<file path="config.mk">
export PLATFORM = sky130hd
export DESIGN_NAME = array_w
export DESIGN_NICKNAME = d
export VERILOG_FILES = /design/src/rtl/array_w.sv
export SDC_FILE = /design/constraint.sdc
export NUM_CORES = 1
export LEC_CHECK = 0
export CORE_ASPECT_RATIO = 0.75
export CORE_MARGIN = 8
export CORE_UTILIZATION = 25
export DETAILED_ROUTE_END_ITERATION = 7
export GPL_TIMING_DRIVEN = 1
export SYNTH_ARGS = -nofsm -noshare
export SYNTH_HDL_FRONTEND = slang
export SYNTH_SLANG_ARGS = --single-unit
</file>
<file path="constraint.sdc">
create_clock -name clk -period 5.9 [get_ports clk]
set_input_delay 1.18 -clock clk [delete_from_list [all_inputs] [get_ports clk]]
set_output_delay 1.18 -clock clk [all_outputs]
set_load 0.05 [all_outputs]
</file>
<file path="src/rtl/array_w.sv">
// -----------------------------------------------------------------------------
// array_w : write-side array controller
//
// Takes write frames from the frame splitter and turns each one into a
// bank access: open the row, wait tRCD, issue one column-write strobe per
// beat, wait for write recovery (tWR) and minimum row-active time (tRAS),
// close the bank, wait tRP, then pulse wr_end and return to idle.
//
// Frame word layout, MSB to LSB: {sof, eof, rw_flag, row, col, data}.
//
// Ports
//   clk, rst_n            clock, synchronous active-low reset
//   frame_wr_valid/_data  incoming frame beat
//   frame_wr_ready        beat accepted when valid && ready
//   array_banksel_n       bank select, low while the row is open
//   array_raddr           row address (held until the next accepted sof)
//   array_cas_wr          column write strobe, one cycle per beat
//   array_caddr_wr        column address, valid while array_cas_wr is high
//   array_wdata           write data, valid while array_cas_wr is high
//   wr_end                one-cycle pulse, bank closed and ready for a frame
//   wr_err                (only with ARRAY_W_ERR_EN) pulse after a discarded
//                         idle beat
//   array_t*_cfg          timing in clock cycles, 0 behaves as 1
//
// Build option: define ARRAY_W_ERR_EN to add wr_err and to reject sof beats
// whose rw_flag is 0.
// -----------------------------------------------------------------------------
module array_w #(
  parameter int ARRAY_ROW_ADDR   = 14,
  parameter int ARRAY_COL_ADDR   = 6,
  parameter int ARRAY_DATA_WIDTH = 64,
  parameter int FRAME_DATA_WIDTH = 3 + ARRAY_ROW_ADDR + ARRAY_COL_ADDR + ARRAY_DATA_WIDTH
) (
  input  logic                        clk,
  input  logic                        rst_n,
  input  logic                        frame_wr_valid,
  input  logic [FRAME_DATA_WIDTH-1:0] frame_wr_data,
  output logic                        frame_wr_ready,
  output logic                        array_banksel_n,
  output logic [ARRAY_ROW_ADDR-1:0]   array_raddr,
  output logic                        array_cas_wr,
  output logic [ARRAY_COL_ADDR-1:0]   array_caddr_wr,
  output logic [ARRAY_DATA_WIDTH-1:0] array_wdata,
  output logic                        wr_end,
`ifdef ARRAY_W_ERR_EN
  output logic                        wr_err,
`endif
  input  logic [7:0]                  array_trcd_cfg,
  input  logic [7:0]                  array_twr_cfg,
  input  logic [7:0]                  array_trp_cfg,
  input  logic [7:0]                  array_tras_cfg
);

  localparam int COL_LSB = ARRAY_DATA_WIDTH;
  localparam int ROW_LSB = COL_LSB + ARRAY_COL_ADDR;
  localparam int RW_BIT  = ROW_LSB + ARRAY_ROW_ADDR;
  localparam int EOF_BIT = RW_BIT + 1;
  localparam int SOF_BIT = RW_BIT + 2;

  typedef enum logic [2:0] {
    IDLE, WR_SRADDR, WR_RCD, WR_SEND, WR_LAST, WR_WR, WR_PRE_RP, WR_RP
  } state_t;

  state_t                      state_q, state_d;
  logic                        banksel_n_q, banksel_n_d;
  logic                        cas_wr_q, cas_wr_d;
  logic [ARRAY_ROW_ADDR-1:0]   raddr_q, raddr_d;
  logic [ARRAY_COL_ADDR-1:0]   caddr_q, caddr_d;
  logic [ARRAY_DATA_WIDTH-1:0] wdata_q, wdata_d;
  logic [ARRAY_COL_ADDR-1:0]   col_lat_q, col_lat_d;
  logic [ARRAY_DATA_WIDTH-1:0] data_lat_q, data_lat_d;
  logic                        eof_lat_q, eof_lat_d;
  logic [7:0]                  rcd_cnt_q, rcd_cnt_d;
  logic [7:0]                  twr_cnt_q, twr_cnt_d;
  logic [7:0]                  tras_cnt_q, tras_cnt_d;
  logic [7:0]                  rp_cnt_q, rp_cnt_d;
`ifdef ARRAY_W_ERR_EN
  logic                        wr_err_q, wr_err_d;
`endif

  // Frame fields
  logic                        f_sof, f_eof, start_ok, beat_fire, close_ok;
  logic [ARRAY_ROW_ADDR-1:0]   f_row;
  logic [ARRAY_COL_ADDR-1:0]   f_col;
  logic [ARRAY_DATA_WIDTH-1:0] f_data;

  assign f_sof  = frame_wr_data[SOF_BIT];
  assign f_eof  = frame_wr_data[EOF_BIT];
  assign f_row  = frame_wr_data[ROW_LSB +: ARRAY_ROW_ADDR];
  assign f_col  = frame_wr_data[COL_LSB +: ARRAY_COL_ADDR];
  assign f_data = frame_wr_data[ARRAY_DATA_WIDTH-1:0];

`ifdef ARRAY_W_ERR_EN
  assign start_ok = f_sof && frame_wr_data[RW_BIT];
`else
  // Without the error option the rw_flag bit carries no meaning here.
  logic unused_rw;
  assign unused_rw = frame_wr_data[RW_BIT];
  assign start_ok  = f_sof;
`endif

  function automatic logic [7:0] eff(input logic [7:0] v);
    return (v == 8'd0) ? 8'd1 : v;
  endfunction

  function automatic logic [7:0] sat_dec(input logic [7:0] v);
    return (v == 8'd0) ? 8'd0 : v - 8'd1;
  endfunction

  // In WR_SEND a beat is taken only on a cycle without a strobe, which caps
  // the rate at one beat every two cycles.
  assign frame_wr_ready = (state_q == IDLE) || ((state_q == WR_SEND) && !cas_wr_q);
  assign beat_fire      = frame_wr_valid && frame_wr_ready;

  // Counters hold "cycles remaining including this one"; a value of 1 means
  // the interval expires at the end of the current cycle.
  assign close_ok = (twr_cnt_q <= 8'd1) && (tras_cnt_q <= 8'd1);

  always_comb begin
    state_d     = state_q;
    banksel_n_d = banksel_n_q;
    cas_wr_d    = 1'b0;
    raddr_d     = raddr_q;
    caddr_d     = caddr_q;
    wdata_d     = wdata_q;
    col_lat_d   = col_lat_q;
    data_lat_d  = data_lat_q;
    eof_lat_d   = eof_lat_q;
    rcd_cnt_d   = sat_dec(rcd_cnt_q);
    twr_cnt_d   = sat_dec(twr_cnt_q);
    tras_cnt_d  = sat_dec(tras_cnt_q);
    rp_cnt_d    = sat_dec(rp_cnt_q);
`ifdef ARRAY_W_ERR_EN
    wr_err_d    = 1'b0;
`endif
    case (state_q)
      IDLE: begin
        if (beat_fire) begin
          if (start_ok) begin
            raddr_d    = f_row;
            col_lat_d  = f_col;
            data_lat_d = f_data;
            eof_lat_d  = f_eof;
            state_d    = WR_SRADDR;
          end
`ifdef ARRAY_W_ERR_EN
          else begin
            wr_err_d = 1'b1;
          end
`endif
        end
      end
      WR_SRADDR: begin
        banksel_n_d = 1'b0;
        rcd_cnt_d   = eff(array_trcd_cfg);
        tras_cnt_d  = eff(array_tras_cfg);
        state_d     = WR_RCD;
      end
      WR_RCD: begin
        if (rcd_cnt_q <= 8'd1) begin
          cas_wr_d  = 1'b1;
          caddr_d   = col_lat_q;
          wdata_d   = data_lat_q;
          twr_cnt_d = eff(array_twr_cfg);
          state_d   = eof_lat_q ? WR_LAST : WR_SEND;
        end
      end
      WR_SEND: begin
        if (beat_fire) begin
          cas_wr_d  = 1'b1;
          caddr_d   = f_col;
          wdata_d   = f_data;
          twr_cnt_d = eff(array_twr_cfg);
          if (f_eof) state_d = WR_LAST;
        end
      end
      // The close is committed from the wait states themselves so that a
      // one-cycle tWR can still raise banksel_n right after the last strobe;
      // WR_PRE_RP is then the first cycle of the precharge interval.
      WR_LAST, WR_WR: begin
        if (close_ok) begin
          banksel_n_d = 1'b1;
          rp_cnt_d    = eff(array_trp_cfg);
          state_d     = WR_PRE_RP;
        end else begin
          state_d = WR_WR;
        end
      end
      WR_PRE_RP, WR_RP: begin
        state_d = (rp_cnt_q <= 8'd1) ? IDLE : WR_RP;
      end
      default: state_d = IDLE;
    endcase
  end

  always_ff @(posedge clk) begin
    if (!rst_n) begin
      state_q     <= IDLE;
      banksel_n_q <= 1'b1;
      cas_wr_q    <= 1'b0;
      raddr_q     <= '0;
      caddr_q     <= '0;
      wdata_q     <= '0;
      col_lat_q   <= '0;
      data_lat_q  <= '0;
      eof_lat_q   <= 1'b0;
      rcd_cnt_q   <= 8'd0;
      twr_cnt_q   <= 8'd0;
      tras_cnt_q  <= 8'd0;
      rp_cnt_q    <= 8'd0;
`ifdef ARRAY_W_ERR_EN
      wr_err_q    <= 1'b0;
`endif
    end else begin
      state_q     <= state_d;
      banksel_n_q <= banksel_n_d;
      cas_wr_q    <= cas_wr_d;
      raddr_q     <= raddr_d;
      caddr_q     <= caddr_d;
      wdata_q     <= wdata_d;
      col_lat_q   <= col_lat_d;
      data_lat_q  <= data_lat_d;
      eof_lat_q   <= eof_lat_d;
      rcd_cnt_q   <= rcd_cnt_d;
      twr_cnt_q   <= twr_cnt_d;
      tras_cnt_q  <= tras_cnt_d;
      rp_cnt_q    <= rp_cnt_d;
`ifdef ARRAY_W_ERR_EN
      wr_err_q    <= wr_err_d;
`endif
    end
  end

  assign array_banksel_n = banksel_n_q;
  assign array_raddr     = raddr_q;
  assign array_cas_wr    = cas_wr_q;
  assign array_caddr_wr  = caddr_q;
  assign array_wdata     = wdata_q;
  // Last cycle of the precharge interval.
  assign wr_end = ((state_q == WR_PRE_RP) || (state_q == WR_RP)) && (rp_cnt_q <= 8'd1);
`ifdef ARRAY_W_ERR_EN
  assign wr_err = wr_err_q;
`endif

endmodule
</file>
==> results of run 1 <==
## path summary, 6_finish.rpt
kind / slack, ns / depth (start not counted) / end / start
setup / recovery: 1.86 / 3 / frame_wr_ready / state_q[0]
hold / removal: 0.45 / 2 / array_raddr[12] / array_raddr[12]
setup reg to reg: 2.69 / 5 / array_wdata[47] / rcd_cnt_q[2]
hold reg to reg: 0.45 / 2 / array_raddr[12] / array_raddr[12]
## cells by family after synthesis
group | count (synthesis) | synth area share [%]
simple gates | 344 | 17.2
compound gates | 312 | 27.0
flops | 192 | 44.5
buf+inv | 172 | 7.89
fa+ha+maj | 12 | 1.74
xor+xnor | 9 | 0.912
mux | 7 | 0.811
## worst max-delay path, cell delays in order (launching register included)
cell,delay (ns)
dfxtp_4,1.10
nand2_1,0.11
a211oi_1,0.28
clkdlybuf4s50_1,0.93
## through the flow
stage	cells	cell area, um2
2_1_floorplan	1048	8640
3_3_place_gp	1635	11000
3_5_place_dp	1635	11000
4_1_cts	1665	11600
5_1_grt	1667	11600
6_report	1667	11600
## area by class of cell
type	instances	area, um2	share of cell area (%)
multi-input combinational	684	4150	35.8
sequential	192	3850	33.2
timing repair buffer	218	2150	18.6
tap	457	572	4.93
clock buffer	22	464	4.00
inverter	84	318	2.74
clock inverter	8	82.6	0.712
antenna	2	5.00	0.0432
## metal layers
layer	vias to the layer above	part of all wire, %
met4	0	2.5
met2	226	45
met1	3961	46
li1	3986	-
met3	38	6.8
met5	-	0
## power groups by stage
stage	logic (mW)	registers [mW]	clock network (mW)
global route	2.60	1.95	1.23
global placement	2.36	1.91	0
CTS	2.41	1.89	1.17
detailed placement	2.39	1.91	0
finish	2.39	1.89	1.13
floorplan	1.41	2.11	0
## registers in the layout, indices dropped and copies added (netlist names)
register,flops
eof_lat_q,1
array_banksel_n,1
col_lat_q,6
array_caddr_wr,6
rcd_cnt_q,8
twr_cnt_q,8
array_cas_wr,1
array_raddr,14
rp_cnt_q,8
data_lat_q,64
state_q,3
tras_cnt_q,8
array_wdata,64
## cells in the final DEF (no fill, tap or decap), types with 12 or more instances in the layout
cell             count
clkdlybuf4s50_1    207
dfxtp_1            191
nand2_1            185
a21oi_1            109
nor2_1              89
inv_1               83
o211a_1             71
o221ai_1            70
clkbuf_16           17
nor3_1              12
o21ai_0             12
o31ai_1             12
ha_1                12
==> out/metrics.json, run 1 <==
{
  "yosys": {
    "synth.area.top_cells": "dfxtp_1 44%, o211a_1 8.2%, nand2_1 8.0%",
    "yosys.cell_types.count": 52,
    "yosys_warning_count": 0,
    "synth_enable_flop_cells": 0,
    "synth.net_count": 1182,
    "avg_cell_area_syn_um2": 8.25,
    "post-synth-top-count-cell": "dfxtp_1",
    "yosysTopAreaCellShare_pct": 44.5,
    "postSynthRegisterBits": 192,
    "synth_top_cells_by_count": "192 x dfxtp_1, 185 x nand2_1, 109 x a21oi_1",
    "mapped_area_um2": 8640,
    "synth-seq-area-share_pct": 44.5,
    "synth_ff_type": "dfxtp_1",
    "synth_cells": 1048,
    "postSynth.asyncResetShare_pct": 0,
    "synth.largest_area_cell": "dfxtp_1"
  },
  "power_and_ir_drop": {
    "report.power.total_mw": 5.41,
    "clockPowerShare_pct": 20.8,
    "power.density_nw_per_um2": 467,
    "power.switching_fraction_pct": 44.0,
    "power.static_leakage_nw": 4.76,
    "power.share.combinational_pct": 44.2,
    "peakVddDrop_mv": 0.401,
    "netSwitchingPower_mw": 2.38,
    "p_int_mw": 3.03,
    "power_frac_seq_pct": 35.0
  },
  "detailed_routing": {
    "first_iter_violations": 492,
    "wl_per_cell_um": 17.5,
    "wirelength_um": 29200,
    "detail_route_antenna_nets": 0,
    "detailroute.via_count": 8211,
    "drt_pass1_iterations": 5,
    "detail_route.drc_violations": 0,
    "post_drt_via_cell_ratio": 4.93
  },
  "floorplanning": {
    "chip_height_um": 177,
    "rows": 59,
    "dieArea_um2": 40800,
    "area_of_the_core_region_um2": 34400,
    "fp.dieW_um": 231,
    "floorplan.initialDensity_pct": 25.1,
    "io_pins": 210
  },
  "sta": {
    "slew_headroom_pct": 11.4,
    "worst_slack_ns": 1.86,
    "grt_setup_unrepaired": "false",
    "fin_tns_setup_ns": 0,
    "report.final.setup_viol": 0,
    "drv_slew": 0,
    "highest_achievable_clock_rate_ghz": 0.247,
    "tightest_slew_ns": 1.31,
    "period_share_pct": 68.6,
    "worst_hold_slack_ns": 0.453,
    "worst_clock_skew_ns": 0.0132,
    "finalCriticalPeriod_ns": 4.04,
    "report.final.hold_viol_count": 0
  },
  "placed_design": {
    "dp_hpwl_um": 17900,
    "io_buffers": 208,
    "pre_cts_slack_ns": 2.07,
    "routabilityCongestion": 0.833
  },
  "clock_network": {
    "ctsHtreeMaxLevel": 4,
    "clk_pin_slew_ns": 0.07,
    "cts_inserted_buffers": 17,
    "tritoncts": "built",
    "cts_max_path_buffers": 2,
    "worstSkewPairLatency_ns": 0.44,
    "cts_hold_buf": 0,
    "ctsResizeCount": 0,
    "clk_root_buffer_cell": "clkbuf_16",
    "cts_setup_buffers": 0,
    "cts_num_sinks": 192
  },
  "grt": {
    "antenna_found_initial": 2,
    "groute.layer.met3.usage_pct": 4.73,
    "maximum_number_of_pins_on_one_net_before_global_route_repair": 85,
    "grt_use_met2_pct": 22.5,
    "grt-busiest-layer": "met2",
    "gr_overflow_total": 0,
    "grt_util_met1_pct": 17.3,
    "first_pass_grt_wire_length_um": 46000,
    "first_global_vias": 8297,
    "grt_usage_pct": 14.1
  },
  "layout": {
    "fin_util_pct": 33.7,
    "final_nets": 1331,
    "final.fill_count": 3563,
    "post_route_cells_drive_above_1_share_pct": 4.06,
    "area.growth.synth_to_final_pct": 34.1
  },
  "job": {
    "max_cap_viol_count": 0
  },
  "critical_path": {
    "top_fanout_value_on_the_critical_path": 82,
    "startpoint_type": "flip-flop",
    "crit_required_ns": 4.72,
    "setup.worst_path.class": "flip-flop to primary output",
    "end_kind": "primary output",
    "arrival_time_of_the_worst_setup_path_ns": 2.86
  },
  "outcome": {
    "status": "finished, final reports clean"
  },
  "min_path": {
    "worstHoldPathType": "flip-flop to flip-flop"
  }
}
(Power assumes the default switching activity.)
==> run 2: changes to the inputs <==
==> constraint.sdc (replaced) <==
create_clock -name clk -period 3.96 [get_ports clk]
set_input_delay 0.792 -clock clk [delete_from_list [all_inputs] [get_ports clk]]
set_output_delay 0.792 -clock clk [all_outputs]
set_load 0.05 [all_outputs]
==> out/metrics.json, run 2 (same netlist as run 1, synthesis figures left out) <==
{
  "layout": {
    "final_cell_mix": {"value": "207 x clkdlybuf4s50_1, 191 x dfxtp_1, 185 x nand2_1", "change": "unchanged"},
    "post_route_cells_drive_above_1_share": {"value": 4.38, "unit": "%", "change": "was 4.06%"},
    "antenna-diode-count": {"value": 0, "change": "was 2"},
    "non_filler_instance_count_after_layout": {"value": 1667, "change": "unchanged"},
    "layout.cells.most_common": {"value": "clkdlybuf4s50_1", "change": "unchanged"},
    "area.growth.synth_to_final": {"value": 35.7, "unit": "%", "change": "was 34.1%"},
    "final.fill_count": {"value": 3615, "change": "was 3563"},
    "final_cell_area": {"value": 11700, "unit": "um2", "change": "was 11600 um2"},
    "fin_util": {"value": 34.1, "unit": "%", "change": "was 33.7%"},
    "final_nets": {"value": 1334, "change": "was 1331"}
  },
  "detailed_routing": {
    "wl_per_cell": {"value": 17.6, "unit": "um", "change": "was 17.5 um"},
    "drt_pass1_iterations": {"value": 5, "change": "unchanged"},
    "wirelength": {"value": 29300, "unit": "um", "change": "was 29200 um"},
    "detail_route.drc_violations": {"value": 0, "change": "unchanged"},
    "detailroute.via_count": {"value": 8210, "change": "was 8211"},
    "post_drt_via_cell_ratio": {"value": 4.93, "change": "about the same"},
    "first_iter_violations": {"value": 546, "change": "was 492"},
    "detail_route_antenna_nets": {"value": 0, "change": "unchanged"}
  },
  "sta": {
    "drv_slew": {"value": 0, "change": "unchanged"},
    "worst_clock_skew": {"value": 0.00962, "unit": "ns", "change": "was 0.0132 ns"},
    "highest_achievable_clock_rate_ghz": 0.297,
    "grt_setup_unrepaired": {"value": "false", "change": "unchanged"},
    "slew_headroom": {"value": 34.1, "unit": "%", "change": "was 11.4%"},
    "report.final.setup_viol": {"value": 0, "change": "unchanged"},
    "period_share_pct": 84.9,
    "report.final.hold_viol_count": {"value": 0, "change": "unchanged"},
    "finalCriticalPeriod_ns": 3.36,
    "tightest_slew": {"value": 0.989, "unit": "ns", "change": "was 1.31 ns"},
    "fin_tns_setup": {"value": 0, "unit": "ns", "change": "unchanged"}
  },
  "critical_path": {
    "top_fanout_value_on_the_critical_path": {"value": 8, "change": "was 82"},
    "worst_r2r_path_depth": {"value": 6, "change": "was 5"},
    "end_kind": {"value": "primary output", "change": "unchanged"},
    "setup.worst_path.class": {"value": "flip-flop to primary output", "change": "unchanged"},
    "startpoint_type": {"value": "flip-flop", "change": "unchanged"},
    "timing.reg2reg.setup_slack": {"value": 1.07, "unit": "ns", "change": "was 2.69 ns"},
    "arrival_time_of_the_worst_setup_path": {"value": 2.57, "unit": "ns", "change": "was 2.86 ns"},
    "crit_required": {"value": 3.17, "unit": "ns", "change": "was 4.72 ns"}
  },
  "placed_design": {
    "dpl-instance-area": {"value": 11100, "unit": "um2", "change": "was 11000 um2"},
    "io_buffers": {"value": 208, "change": "unchanged"},
    "dp_hpwl": {"value": 18300, "unit": "um", "change": "was 17900 um"},
    "cell_count_post_placement": {"value": 1638, "change": "was 1635"},
    "routabilityCongestion": {"value": 0.819, "change": "was 0.833"}
  },
  "job": {
    "max_cap_viol_count": {"value": 0, "change": "unchanged"}
  },
  "clock_network": {
    "clk_pin_slew": {"value": 0.07, "unit": "ns", "change": "about the same"},
    "ctsHtreeMaxLevel": {"value": 4, "change": "unchanged"},
    "cts_inserted_buffers": {"value": 17, "change": "unchanged"},
    "cts_hold_buf": {"value": 0, "change": "unchanged"},
    "tritoncts": {"value": "built", "change": "unchanged"},
    "ctsResizeCount": {"value": 0, "change": "unchanged"},
    "cts_setup_buffers": {"value": 0, "change": "unchanged"},
    "cts_num_sinks": {"value": 192, "change": "unchanged"},
    "clk_root_buffer_cell": {"value": "clkbuf_16", "change": "unchanged"},
    "cts_max_path_buffers": {"value": 2, "change": "unchanged"},
    "worstSkewPairLatency": {"value": 0.44, "unit": "ns", "change": "about the same"}
  },
  "min_path": {
    "worstHoldPathType": {"value": "flip-flop to flip-flop", "change": "unchanged"},
    "timing.hold.worst_path_depth": {"value": 2, "change": "unchanged"}
  },
  "power_and_ir_drop": {
    "p_int": {"value": 4.74, "unit": "mW", "change": "was 3.03 mW"},
    "clockPowerShare": {"value": 22.5, "unit": "%", "change": "was 20.8%"},
    "power.density": {"value": 707, "unit": "nW/um2", "change": "was 467 nW/um2"},
    "power.share.combinational": {"value": 44.4, "unit": "%", "change": "was 44.2%"},
    "netSwitchingPower": {"value": 3.55, "unit": "mW", "change": "was 2.38 mW"},
    "report.power.total": {"value": 8.29, "unit": "mW", "change": "was 5.41 mW"},
    "power.switching_fraction": {"value": 42.8, "unit": "%", "change": "was 44.0%"},
    "power_frac_seq": {"value": 33.0, "unit": "%", "change": "was 35.0%"},
    "peakVddDrop": {"value": 0.485, "unit": "mV", "change": "was 0.401 mV"},
    "power.static_leakage": {"value": 4.83, "unit": "nW", "change": "was 4.76 nW"}
  },
  "floorplanning": {
    "io_pins": {"value": 210, "change": "unchanged"},
    "dieArea": {"value": 40800, "unit": "um2", "change": "unchanged"},
    "fp.dieW": {"value": 231, "unit": "um", "change": "unchanged"},
    "floorplan.initialDensity": {"value": 25.1, "unit": "%", "change": "unchanged"},
    "chip_height": {"value": 177, "unit": "um", "change": "unchanged"},
    "rows": {"value": 59, "change": "unchanged"},
    "area_of_the_core_region": {"value": 34400, "unit": "um2", "change": "unchanged"}
  },
  "grt": {
    "first_global_vias": {"value": 8257, "change": "was 8297"},
    "grt_usage": {"value": 14.2, "unit": "%", "change": "was 14.1%"},
    "gr_overflow_total": {"value": 0, "change": "unchanged"},
    "antenna_found_initial": {"value": 0, "change": "was 2"},
    "first_pass_grt_wire_length": {"value": 46400, "unit": "um", "change": "was 46000 um"},
    "maximum_number_of_pins_on_one_net_before_global_route_repair": {"value": 80, "change": "was 85"}
  },
  "outcome": {
    "status": {"value": "finished, final reports clean", "change": "unchanged"}
  }
}
==> run 2: cell types whose count changed in the layout (fill, tap and decap cells not counted), sizes merged <==
cell / delta
clkinvlp: -1
clkinv: -1
diode: -2
bufinv: +3
buf: +3
clkbuf: -2
==> run 2: path summary, 6_finish.rpt <==
| kind | end | start |
|---|---|---|
| max | wr_end | rp_cnt_q[4] |
| min | data_lat_q[26] | data_lat_q[26] |
| min reg2reg | data_lat_q[26] | data_lat_q[26] |
| max reg2reg | array_wdata[29] | state_q[0] |
==> run 2: layout make-up <==
cell class / instances / area (um2) / share of cell area, %
inverters: 84 / 318 / 2.71
repair buffers: 221 / 2230 / 19.0
multi-input cells: 684 / 4150 / 35.4
well taps: 457 / 572 / 4.87
clock inverters: 9 / 159 / 1.35
clock buffers: 20 / 457 / 3.89
flip-flops and latches: 192 / 3850 / 32.8
==> run 2: metrics by stage <==
step / setup slack, ns / hold slack [ns]
2_1_floorplan: 0.657 / 0.436
3_3_place_gp: 1.07 / 0.442
3_5_place_dp: 1.02 / 0.446
4_1_cts: 0.558 / 0.456
5_1_grt: 0.446 / 0.468
6_report: 0.598 / 0.453
==> run 2: metal layers <==
metal	up-vias	track usage, %	wire length [um]
li1	3991	-	-
met1	3955	18.0	13500
met2	241	22.6	13300
met3	23	4.81	2130
met4	0	4.11	413
met5	-	0	0
==> run 2: worst max-delay path: stages (launching register included) <==
cell and delay (ns):
dfxtp_1 0.38, nor4_1 0.30, buf_4 0.20, o211a_1 0.19, and3_1 0.21, clkdlybuf4s50_1 0.84
==> run 2: power by group through the flow <==
stage / registers [mW] / logic [mW] / clock network (mW)
5_1_grt: 2.80 / 4.02 / 2.02
3_5_place_dp: 2.78 / 3.70 / 0
6_report: 2.74 / 3.68 / 1.87
4_1_cts: 2.74 / 3.71 / 1.94
3_3_place_gp: 2.76 / 3.65 / 0
2_1_floorplan: 3.14 / 2.10 / 0
==> run 3: changes to the inputs <==
==> constraint.sdc (replaced) <==
create_clock -name clk -period 3 [get_ports clk]
set_input_delay 0.6 -clock clk [delete_from_list [all_inputs] [get_ports clk]]
set_output_delay 0.6 -clock clk [all_outputs]
set_load 0.05 [all_outputs]
==> out/metrics.json, run 3 (same netlist as run 1, synthesis figures left out) <==
{
  "outcome": {
    "status": {"value": "finished, final reports clean", "change": "unchanged"}
  },
  "min_path": {
    "worstHoldPathType": {"value": "flip-flop to flip-flop", "change": "unchanged"},
    "min_from": {"value": "array_raddr[3]", "change": "was data_lat_q[26]"},
    "timing.hold.worst_path_depth": {"value": 2, "change": "unchanged"},
    "min_to": {"value": "array_raddr[3]", "change": "was data_lat_q[26]"}
  },
  "grt": {
    "first_global_vias": {"value": 8136, "change": "was 8257"},
    "grt_usage": {"value": 13.7, "unit": "%", "change": "was 14.2%"},
    "antenna_found_initial": {"value": 2, "change": "was 0"},
    "first_pass_grt_wire_length": {"value": 44800, "unit": "um", "change": "was 46400 um"},
    "gr_overflow_total": {"value": 0, "change": "unchanged"},
    "maximum_number_of_pins_on_one_net_before_global_route_repair": {"value": 85, "change": "was 80"}
  },
  "critical_path": {
    "startpoint_type": {"value": "flip-flop", "change": "unchanged"},
    "worst_r2r_startpoint": {"value": "rcd_cnt_q[2]", "change": "was state_q[0]"},
    "reg2reg_to": {"value": "array_wdata[21]", "change": "was array_wdata[29]"},
    "cpMaxStageDelayCell": {"value": "or4_1", "change": "was clkdlybuf4s50_1"},
    "top_fanout_value_on_the_critical_path": {"value": 35, "change": "was 8"},
    "worst_r2r_path_depth": {"value": 5, "change": "was 6"},
    "crit_chain": {"value": "or4_1 -> o41ai_4 -> and2_4 -> buf_12 -> o211a_1", "change": "was nor4_1 -> buf_4 -> o211a_1 -> and3_1 -> clkdlybuf4s50_1"},
    "timing.reg2reg.setup_slack": {"value": 0.27, "unit": "ns", "change": "was 1.07 ns"},
    "end_kind": {"value": "flip-flop", "change": "was primary output"},
    "setup.worst_path.class": {"value": "flip-flop to flip-flop", "change": "was flip-flop to primary output"},
    "crit_path_max_incr_delay": {"value": 0.70, "unit": "ns", "change": "was 0.84 ns"},
    "arrival_time_of_the_worst_setup_path": {"value": 3.11, "unit": "ns", "change": "was 2.57 ns"},
    "crit_required": {"value": 3.38, "unit": "ns", "change": "was 3.17 ns"}
  },
  "layout": {
    "layout.cells.most_common": {"value": "clkdlybuf4s50_1", "change": "unchanged"},
    "non_filler_instance_count_after_layout": {"value": 1675, "change": "was 1667"},
    "seqCellArea": {"value": 3850, "unit": "um2", "change": "unchanged"},
    "final_cell_mix": {"value": "205 x clkdlybuf4s50_1, 191 x dfxtp_1, 185 x nand2_1", "change": "was 207 x clkdlybuf4s50_1, 191 x dfxtp_1, 185 x nand2_1"},
    "fin_util": {"value": 34.4, "unit": "%", "change": "was 34.1%"},
    "post_route_cells_drive_above_1_share": {"value": 5.09, "unit": "%", "change": "was 4.38%"},
    "multi_input_comb_area": {"value": 4150, "unit": "um2", "change": "about the same"},
    "final.fill_count": {"value": 3542, "change": "was 3615"},
    "final_nets": {"value": 1339, "change": "was 1334"},
    "final_cell_area": {"value": 11800, "unit": "um2", "change": "was 11700 um2"},
    "area.growth.synth_to_final": {"value": 37.0, "unit": "%", "change": "was 35.7%"}
  },
  "sta": {
    "report.final.setup_viol": {"value": 0, "change": "unchanged"},
    "fin_tns_setup": {"value": 0, "unit": "ns", "change": "unchanged"},
    "worst_slack": {"value": 0.268, "unit": "ns", "change": "was 0.598 ns"},
    "highest_achievable_clock_rate_ghz": 0.366,
    "period_share_pct": 91.1,
    "worst_clock_skew": {"value": 0.00889, "unit": "ns", "change": "was 0.00962 ns"},
    "grt_setup_unrepaired": {"value": "false", "change": "unchanged"},
    "slew_headroom": {"value": 56.2, "unit": "%", "change": "was 34.1%"},
    "tightest_slew": {"value": 0.657, "unit": "ns", "change": "was 0.989 ns"},
    "worst_hold_slack": {"value": 0.455, "unit": "ns", "change": "was 0.453 ns"},
    "report.final.hold_viol_count": {"value": 0, "change": "unchanged"},
    "drv_slew": {"value": 0, "change": "unchanged"},
    "finalCriticalPeriod_ns": 2.73
  },
  "detailed_routing": {
    "drt_pass1_iterations": {"value": 5, "change": "unchanged"},
    "first_iter_violations": {"value": 509, "change": "was 546"},
    "post_drt_via_cell_ratio": {"value": 4.85, "change": "was 4.93"},
    "wl_per_cell": {"value": 17.0, "unit": "um", "change": "was 17.6 um"},
    "detail_route.drc_violations": {"value": 0, "change": "unchanged"},
    "wirelength": {"value": 28400, "unit": "um", "change": "was 29300 um"},
    "detailroute.via_count": {"value": 8129, "change": "was 8210"},
    "detail_route_antenna_nets": {"value": 0, "change": "unchanged"}
  },
  "power_and_ir_drop": {
    "peakVddDrop": {"value": 0.524, "unit": "mV", "change": "was 0.485 mV"},
    "power.static_leakage": {"value": 4.87, "unit": "nW", "change": "was 4.83 nW"},
    "report.power.total": {"value": 11.0, "unit": "mW", "change": "was 8.29 mW"},
    "power.density": {"value": 931, "unit": "nW/um2", "change": "was 707 nW/um2"}
  },
  "placed_design": {
    "pre_cts_slack": {"value": 0.263, "unit": "ns", "change": "was 1.02 ns"},
    "dp_hpwl": {"value": 18300, "unit": "um", "change": "about the same"},
    "dpl-instance-area": {"value": 11200, "unit": "um2", "change": "was 11100 um2"},
    "cell_count_post_placement": {"value": 1643, "change": "was 1638"},
    "io_buffers": {"value": 208, "change": "unchanged"},
    "routabilityCongestion": {"value": 0.798, "change": "was 0.819"}
  },
  "floorplanning": {
    "floorplan.initialDensity": {"value": 25.1, "unit": "%", "change": "unchanged"},
    "area_of_the_core_region": {"value": 34400, "unit": "um2", "change": "unchanged"},
    "dieArea": {"value": 40800, "unit": "um2", "change": "unchanged"},
    "chip_height": {"value": 177, "unit": "um", "change": "unchanged"},
    "fp.dieW": {"value": 231, "unit": "um", "change": "unchanged"},
    "rows": {"value": 59, "change": "unchanged"},
    "io_pins": {"value": 210, "change": "unchanged"}
  },
  "clock_network": {
    "clk_root_buffer_cell": {"value": "clkbuf_16", "change": "unchanged"},
    "cts_inserted_buffers": {"value": 17, "change": "unchanged"},
    "ctsResizeCount": {"value": 0, "change": "unchanged"},
    "clk_pin_slew": {"value": 0.07, "unit": "ns", "change": "about the same"},
    "cts_max_path_buffers": {"value": 2, "change": "unchanged"},
    "cts_hold_buf": {"value": 0, "change": "unchanged"},
    "tritoncts": {"value": "built", "change": "unchanged"},
    "worstSkewPairLatency": {"value": 0.44, "unit": "ns", "change": "about the same"},
    "cts_num_sinks": {"value": 192, "change": "unchanged"},
    "cts_setup_buffers": {"value": 0, "change": "unchanged"},
    "ctsHtreeMaxLevel": {"value": 4, "change": "unchanged"}
  },
  "job": {
    "max_cap_viol_count": {"value": 0, "change": "unchanged"}
  }
}
==> run 3: per-layer routing <==
| metal | vias up | global-route usage, % | part of all wire [%] |
|---|---|---|---|
| met5 | - | 0 | 0.039 |
| met4 | 2 | 4.64 | 1.4 |
| met3 | 23 | 4.81 | 7.5 |
| li1 | 4005 | - | - |
| met2 | 221 | 21.5 | 45 |
| met1 | 3878 | 17.2 | 46 |
==> run 3: power breakdown <==
group | leakage (nW) | total (mW) | internal, mW | switching, mW
clock network | 0.283 | 2.41 | 1.36 | 1.05
registers | 1.56 | 3.53 | 3.09 | 0.437
logic | 3.02 | 5.08 | 1.87 | 3.21
==> run 3: worst max-delay path: cells and delay by family, from the launching register on <==
family / cells / cell delay, ns
AO/OA/AOI/OAI: 2 / 0.80
AND/OR/NAND/NOR: 2 / 1.24
buffers and inverters: 1 / 0.27
flip-flops: 1 / 0.35
==> run 3: cell type report <==
class	count	share of cell area (%)
Multi-Input combinational cell	684	35.1
Sequential cell	192	32.5
Timing Repair Buffer	226	19.7
Tap cell	457	4.83
Clock buffer	20	3.86
Inverter	84	2.68
Clock inverter	11	1.32
Antenna cell	1	0.0211
==> run 3: worst max path at each step <==
stage	start	endpoint	slack, ns	cells after the start
2_1_floorplan	state_q[0]	frame_wr_ready	0.34	5
3_3_place_gp	rcd_cnt_q[2]	array_wdata[49]	0.32	5
3_5_place_dp	frame_wr_valid	array_caddr_wr[1]	0.26	6
4_1_cts	rcd_cnt_q[2]	array_caddr_wr[1]	0.26	5
5_1_grt	rcd_cnt_q[2]	array_wdata[22]	0.13	5
6_report	rcd_cnt_q[2]	array_wdata[21]	0.27	5
==> patch 1 (config.mk and constraints of run 3) <==
Set the parameter `ARRAY_ROW_ADDR` to 16 (it was 14).
--- a/src/rtl/array_w.sv
+++ b/src/rtl/array_w.sv
@@ -26,7 +26,7 @@
 // whose rw_flag is 0.
 // -----------------------------------------------------------------------------
 module array_w #(
-  parameter int ARRAY_ROW_ADDR   = 14,
+  parameter int ARRAY_ROW_ADDR   = 16,
   parameter int ARRAY_COL_ADDR   = 6,
   parameter int ARRAY_DATA_WIDTH = 64,
   parameter int FRAME_DATA_WIDTH = 3 + ARRAY_ROW_ADDR + ARRAY_COL_ADDR + ARRAY_DATA_WIDTH
Interface: changed (resized array_raddr and frame_wr_data); port bits go from 210 to 214. No check against the original RTL was run, so the function may have changed too.
==> patch 1 against run 3 <==
  * Die area fell by 1.1%
  * Register-to-register slack improved by 540 ps
  * Sequential cell count rose by 2
  * Worst hold slack got worse by 2.1 ps
  * Wire length fell by 14%
  * Largest power group unchanged
  * Synthesized cell count fell by 9.0%
  * Setup slack improved by 180 ps
  * Area after synthesis fell by 1.2%
  * Design area fell by 1.3%
  * Total power fell by 9.2%
==> patch 1: results (changes against run 3) <==
| Metric | Value |
|---|---|
| Final #Nets | 1272 (-5.0%) |
| Inserted Clock Buffers | 17 (unchanged) |
| First-pass GRT wire length | 39000 um (-13%) |
| Ratio of cells with drive above 1 in the final layout | 0.113 (+0.0622) |
| Initial antenna violation count | 0 (-2) |
| Post-synthesis sequential area ratio | 0.455 (+0.00989) |
| Largest net degree at the start of global routing | 88 (+3.5%) |
| Worst Tran Pin Value | 748 ps (+90.7 ps) |
| Peak supply drop | 0.000338 V (-36%) |
| Gpl congestion | 0.785 (-1.7%) |
| Post-synth top cells | 194 x dfxtp_1, 191 x nand2_1, 106 x a21oi_1 |
| Top cells by area, synth | dfxtp_1 45%, a211oi_2 8.9%, nand2_1 8.4% |
| Setup Skew | 16.1 ps (+7.16 ps) |
| Post-route ant nets | 0 (unchanged) |
| # fillers | 3439 (-2.9%) |
| Ys Warns | 0 (unchanged) |
| WP data arrival | 1960 ps (-1150 ps) |
| Via-to-Cell Ratio | 4.50 (-7.2%) |
| ANT cells | 0 (-1) |
| DRT iter0 DRCs | 408 (-20%) |
| Syn_area_per_cell | 8.96 sq um (+8.6%) |
| Status | finished, final reports clean |
| Mapped Nets | 1090 (-7.8%) |
| Max FO, Critical Path | 5 (-86%) |
| DP Cell Count | 1567 (-4.6%) |
| CTS root buffer | clkbuf_16 |
| Total Routing Usage GR | 0.119 (-0.0179) |
| Unique masters post-synth | 47 (-9.6%) |
| Post-DP HPWL | 16400 um (-10%) |
| Leakage | 4.40 nW (-9.6%) |
| DRT Pass-1 Iters | 4 (-1) |
| Final WL | 24400 um (-14%) |
| PortBufs | 212 (+1.9%) |
| Dpl ws | 674 ps (+411 ps) |
| Vias | 7202 (-11%) |
patch 1: cell count changes after synthesis, moves of 7 or more:
cell | before | now
nor2_1 | 89 | 102
o31ai_1 | 12 | 3
mux2i_1 | 7 | 71
nand4_1 | 8 | 1
clkbuf_1 | 72 | 45
a211oi_2 | 0 | 61
a22oi_1 | 4 | 12
a211oi_1 | 3 | 13
o221ai_1 | 70 | 0
inv_1 | 83 | 14
buf_8 | 0 | 7
o211a_1 | 71 | 2
patch 1: kinds of logic (layout without fill, tap and decap cells):
kind of cell / Yosys count / in the layout / share of synthesized area
fa+ha+maj: 12 / 12 / 0.0176
xor+xnor: 17 / 17 / 0.0174
mux: 71 / 71 / 0.0832
flops: 194 / 194 / 0.455
simple gates: 358 / 358 / 0.181
buf+inv: 83 / 278 / 0.0501
compound gates: 219 / 219 / 0.196
patch 1: metrics by stage:
step | power (mW) | utilization | area [sq um]
5_1_grt | 10.7 | 0.348 | 11700
4_1_cts | 10.2 | 0.348 | 11700
3_3_place_gp | 7.84 | 0.331 | 11100
2_1_floorplan | 6.63 | - | 8540
6_report | 10.0 | 0.348 | 11700
3_5_place_dp | 7.90 | 0.331 | 11100
patch 1: area by class of cell:
cell class	count	area, sq um	share of cell area
Tap cell	450	563	0.0482
Multi-Input combinational cell	677	4250	0.364
Inverter	14	57.6	0.00493
Clock buffer	20	447	0.0382
Clock inverter	12	100	0.00857
Timing Repair Buffer	232	2380	0.204
Sequential cell	194	3880	0.332
patch 1: layer usage:
layer | GRT usage | vias up | wire (um)
li1 | - | 3665 | -
met1 | 0.156 | 3349 | 11900
met2 | 0.184 | 175 | 10700
met3 | 0.0388 | 13 | 1570
met4 | 0.0337 | 0 | 254
met5 | 0 | - | 0
patch 1: power by group:
group,total [mW],switching (mW),internal (mW)
sequential,3.48,0.374,3.10
combinational,4.34,2.61,1.74
clock,2.19,1.08,1.10
patch 1: path summary, 6_finish.rpt:
check,from,to,slack [ps],depth (start not counted)
setup / recovery,rp_cnt_q[4]$_SDFF_PN0_,wr_end,440,4
hold / removal,data_lat_q[25]$_SDFFE_PN0P_,data_lat_q[25]$_SDFFE_PN0P_,450,2
setup reg to reg,rcd_cnt_q[2]$_SDFF_PN0_,array_wdata[2]$_SDFFE_PN0P_,810,6
hold reg to reg,data_lat_q[25]$_SDFFE_PN0P_,data_lat_q[25]$_SDFFE_PN0P_,450,2
patch 1: critical path, cell delays in order (launching register included):
cell     delay (ps)
dfxtp_1         360
nor4_1          440
o211a_1         270
and3_1          210
buf_4           210
==> patch 2 (settings of run 3) <==
Without the edit above. Re-encode `state_t` (8 states) as Gray code, 3 bits wide.
--- a/src/rtl/array_w.sv
+++ b/src/rtl/array_w.sv
@@ -58,7 +58,7 @@
   localparam int SOF_BIT = RW_BIT + 2;
 
   typedef enum logic [2:0] {
-    IDLE, WR_SRADDR, WR_RCD, WR_SEND, WR_LAST, WR_WR, WR_PRE_RP, WR_RP
+    IDLE = 3'b000, WR_SRADDR = 3'b001, WR_RCD = 3'b011, WR_SEND = 3'b010, WR_LAST = 3'b110, WR_WR = 3'b111, WR_PRE_RP = 3'b101, WR_RP = 3'b100
   } state_t;
 
   state_t                      state_q, state_d;
Behaviour: same outputs for any inputs over 4 cycles, from zero or initial values and one cycle with rst_n low; so few cycles prove little.
==> patch 2 against run 3 <==
  * Clock power fell by 3%
  * Sequential cell count did not move
  * Sequential power fell by 6.8%
  * Setup slack improved by 46 ps
  * First-iteration DRC count fell by 11%
  * Total power fell by 19%
  * Via count fell by 7.5%
  * Design area barely moved
  * Wire length fell by 4.4%
  * Area after synthesis rose by 0.48%
  * Largest power group unchanged
  * Highest routed layer is now met4
==> patch 2: results (changes against run 3) <==
| Metric | Value |
|---|---|
| Status | finished, final reports clean |
| Final #Nets | 1259 (-6.0%) |
| Critical path startpoint | state_q[1]$_SDFFE_PN0P_ |
| Via-to-Cell Ratio | 4.71 (-2.9%) |
| Setup Skew | 18.6 ps (+9.74 ps) |
| R2R setup slack | 510 ps (+240 ps) |
| Peak supply drop | 0.000333 V (-37%) |
| Area post-placement | 0.0113 sq mm (+0.31%) |
| Initial antenna violation count | 1 (-1) |
| Critical path capture point | frame_wr_ready |
| Wire per inst | 17.0 um (+0.44%) |
| Top cells by area, synth | dfxtp_1 44%, a211oi_2 9.9%, mux2i_1 9.0% |
| Post-synthesis sequential area ratio | 0.443 (-0.00211) |
| Max FO, Critical Path | 14 (-60%) |
| DP Cell Count | 1563 (-4.9%) |
| First-pass GRT wire length | 42900 um (-4.2%) |
| Power Dens Cells | 757 mW/mm^2 (-19%) |
| Seq pwr share | 0.367 (+0.047) |
| Dpl ws | 476 ps (+212 ps) |
| Highest Signal Layer | met4 |
| Mapped Nets | 1089 (-7.9%) |
| Gpl congestion | 0.752 (-5.8%) |
| Postcts setup bufs | 0 (unchanged) |
| Beginning of the worst hold path | data_lat_q[61]$_SDFFE_PN0P_ |
| Worst skew pair latency | 460 ps (+20 ps) |
| Ratio of cells with drive above 1 in the final layout | 0.117 (+0.0660) |
| Worst R2R End | array_wdata[38]$_SDFFE_PN0P_ |
| WP data arrival | 2090 ps (-1020 ps) |
| Met1 WL | 12800 um (-3.1%) |
| Met3 WL post-DR | 1790 um (-16%) |
| Leakage | 3.88 nW (-20%) |
| Post-synth top cells | 199 x nand2_1, 192 x dfxtp_1, 100 x a21oi_1 |
| # fillers | 3514 (-0.79%) |
| Met2 wire length | 12400 um (-2.8%) |
| NetSw | 3.35 mW (-29%) |
| Final WL | 27200 um (-4.4%) |
| Met3 Resource Use GR | 0.0478 (-0.000290) |
| Unique masters post-synth | 54 (+3.8%) |
| Met1 usage | 0.173 (+0.000189) |
| Met2 usage | 0.204 (-0.0110) |
| Combinational share of power | 0.373 (-0.088) |
| Asr flop ratio synth | 0 (unchanged) |
| PnR worst setup slack | 314 ps (+45.9 ps) |
| Worst Hold Path EP | data_lat_q[61]$_SDFFE_PN0P_ |
| Worst Tran Pin Value | 712 ps (+54.5 ps) |
| Fin Hold WS | 453 ps (-1.63 ps) |
==> patch 2: changes by cell type after synthesis, moves of 69 or more <==
cell / change
o221ai_1: -70
nor2_1: -74
inv_1: -71
mux2i_1: +71
o211a_1: -70
a211oi_2: +69
==> patch 2: layout make-up <==
type                    instances  area, sq um  share of cell area
multi-input cells             676         4440               0.375
flip-flops and latches        192         3840               0.324
repair buffers                226         2350               0.199
well taps                     457          572              0.0483
clock buffers                  20          457              0.0385
clock inverters                11          130              0.0110
inverters                      12         50.0             0.00422
diodes                          1         2.50            0.000211
==> patch 2: cell families after synthesis <==
family	Yosys count	synth area share
compound gates	220	0.199
buf+inv	87	0.0500
mux	79	0.0912
xor+xnor	13	0.0131
simple gates	352	0.187
fa+ha+maj	12	0.0173
flops	192	0.443
==> patch 2: worst max-delay path: stages, from the launching register on <==
cell and delay, ps:
dfxtp_1 460, a211oi_1 300, clkdlybuf4s50_1 860
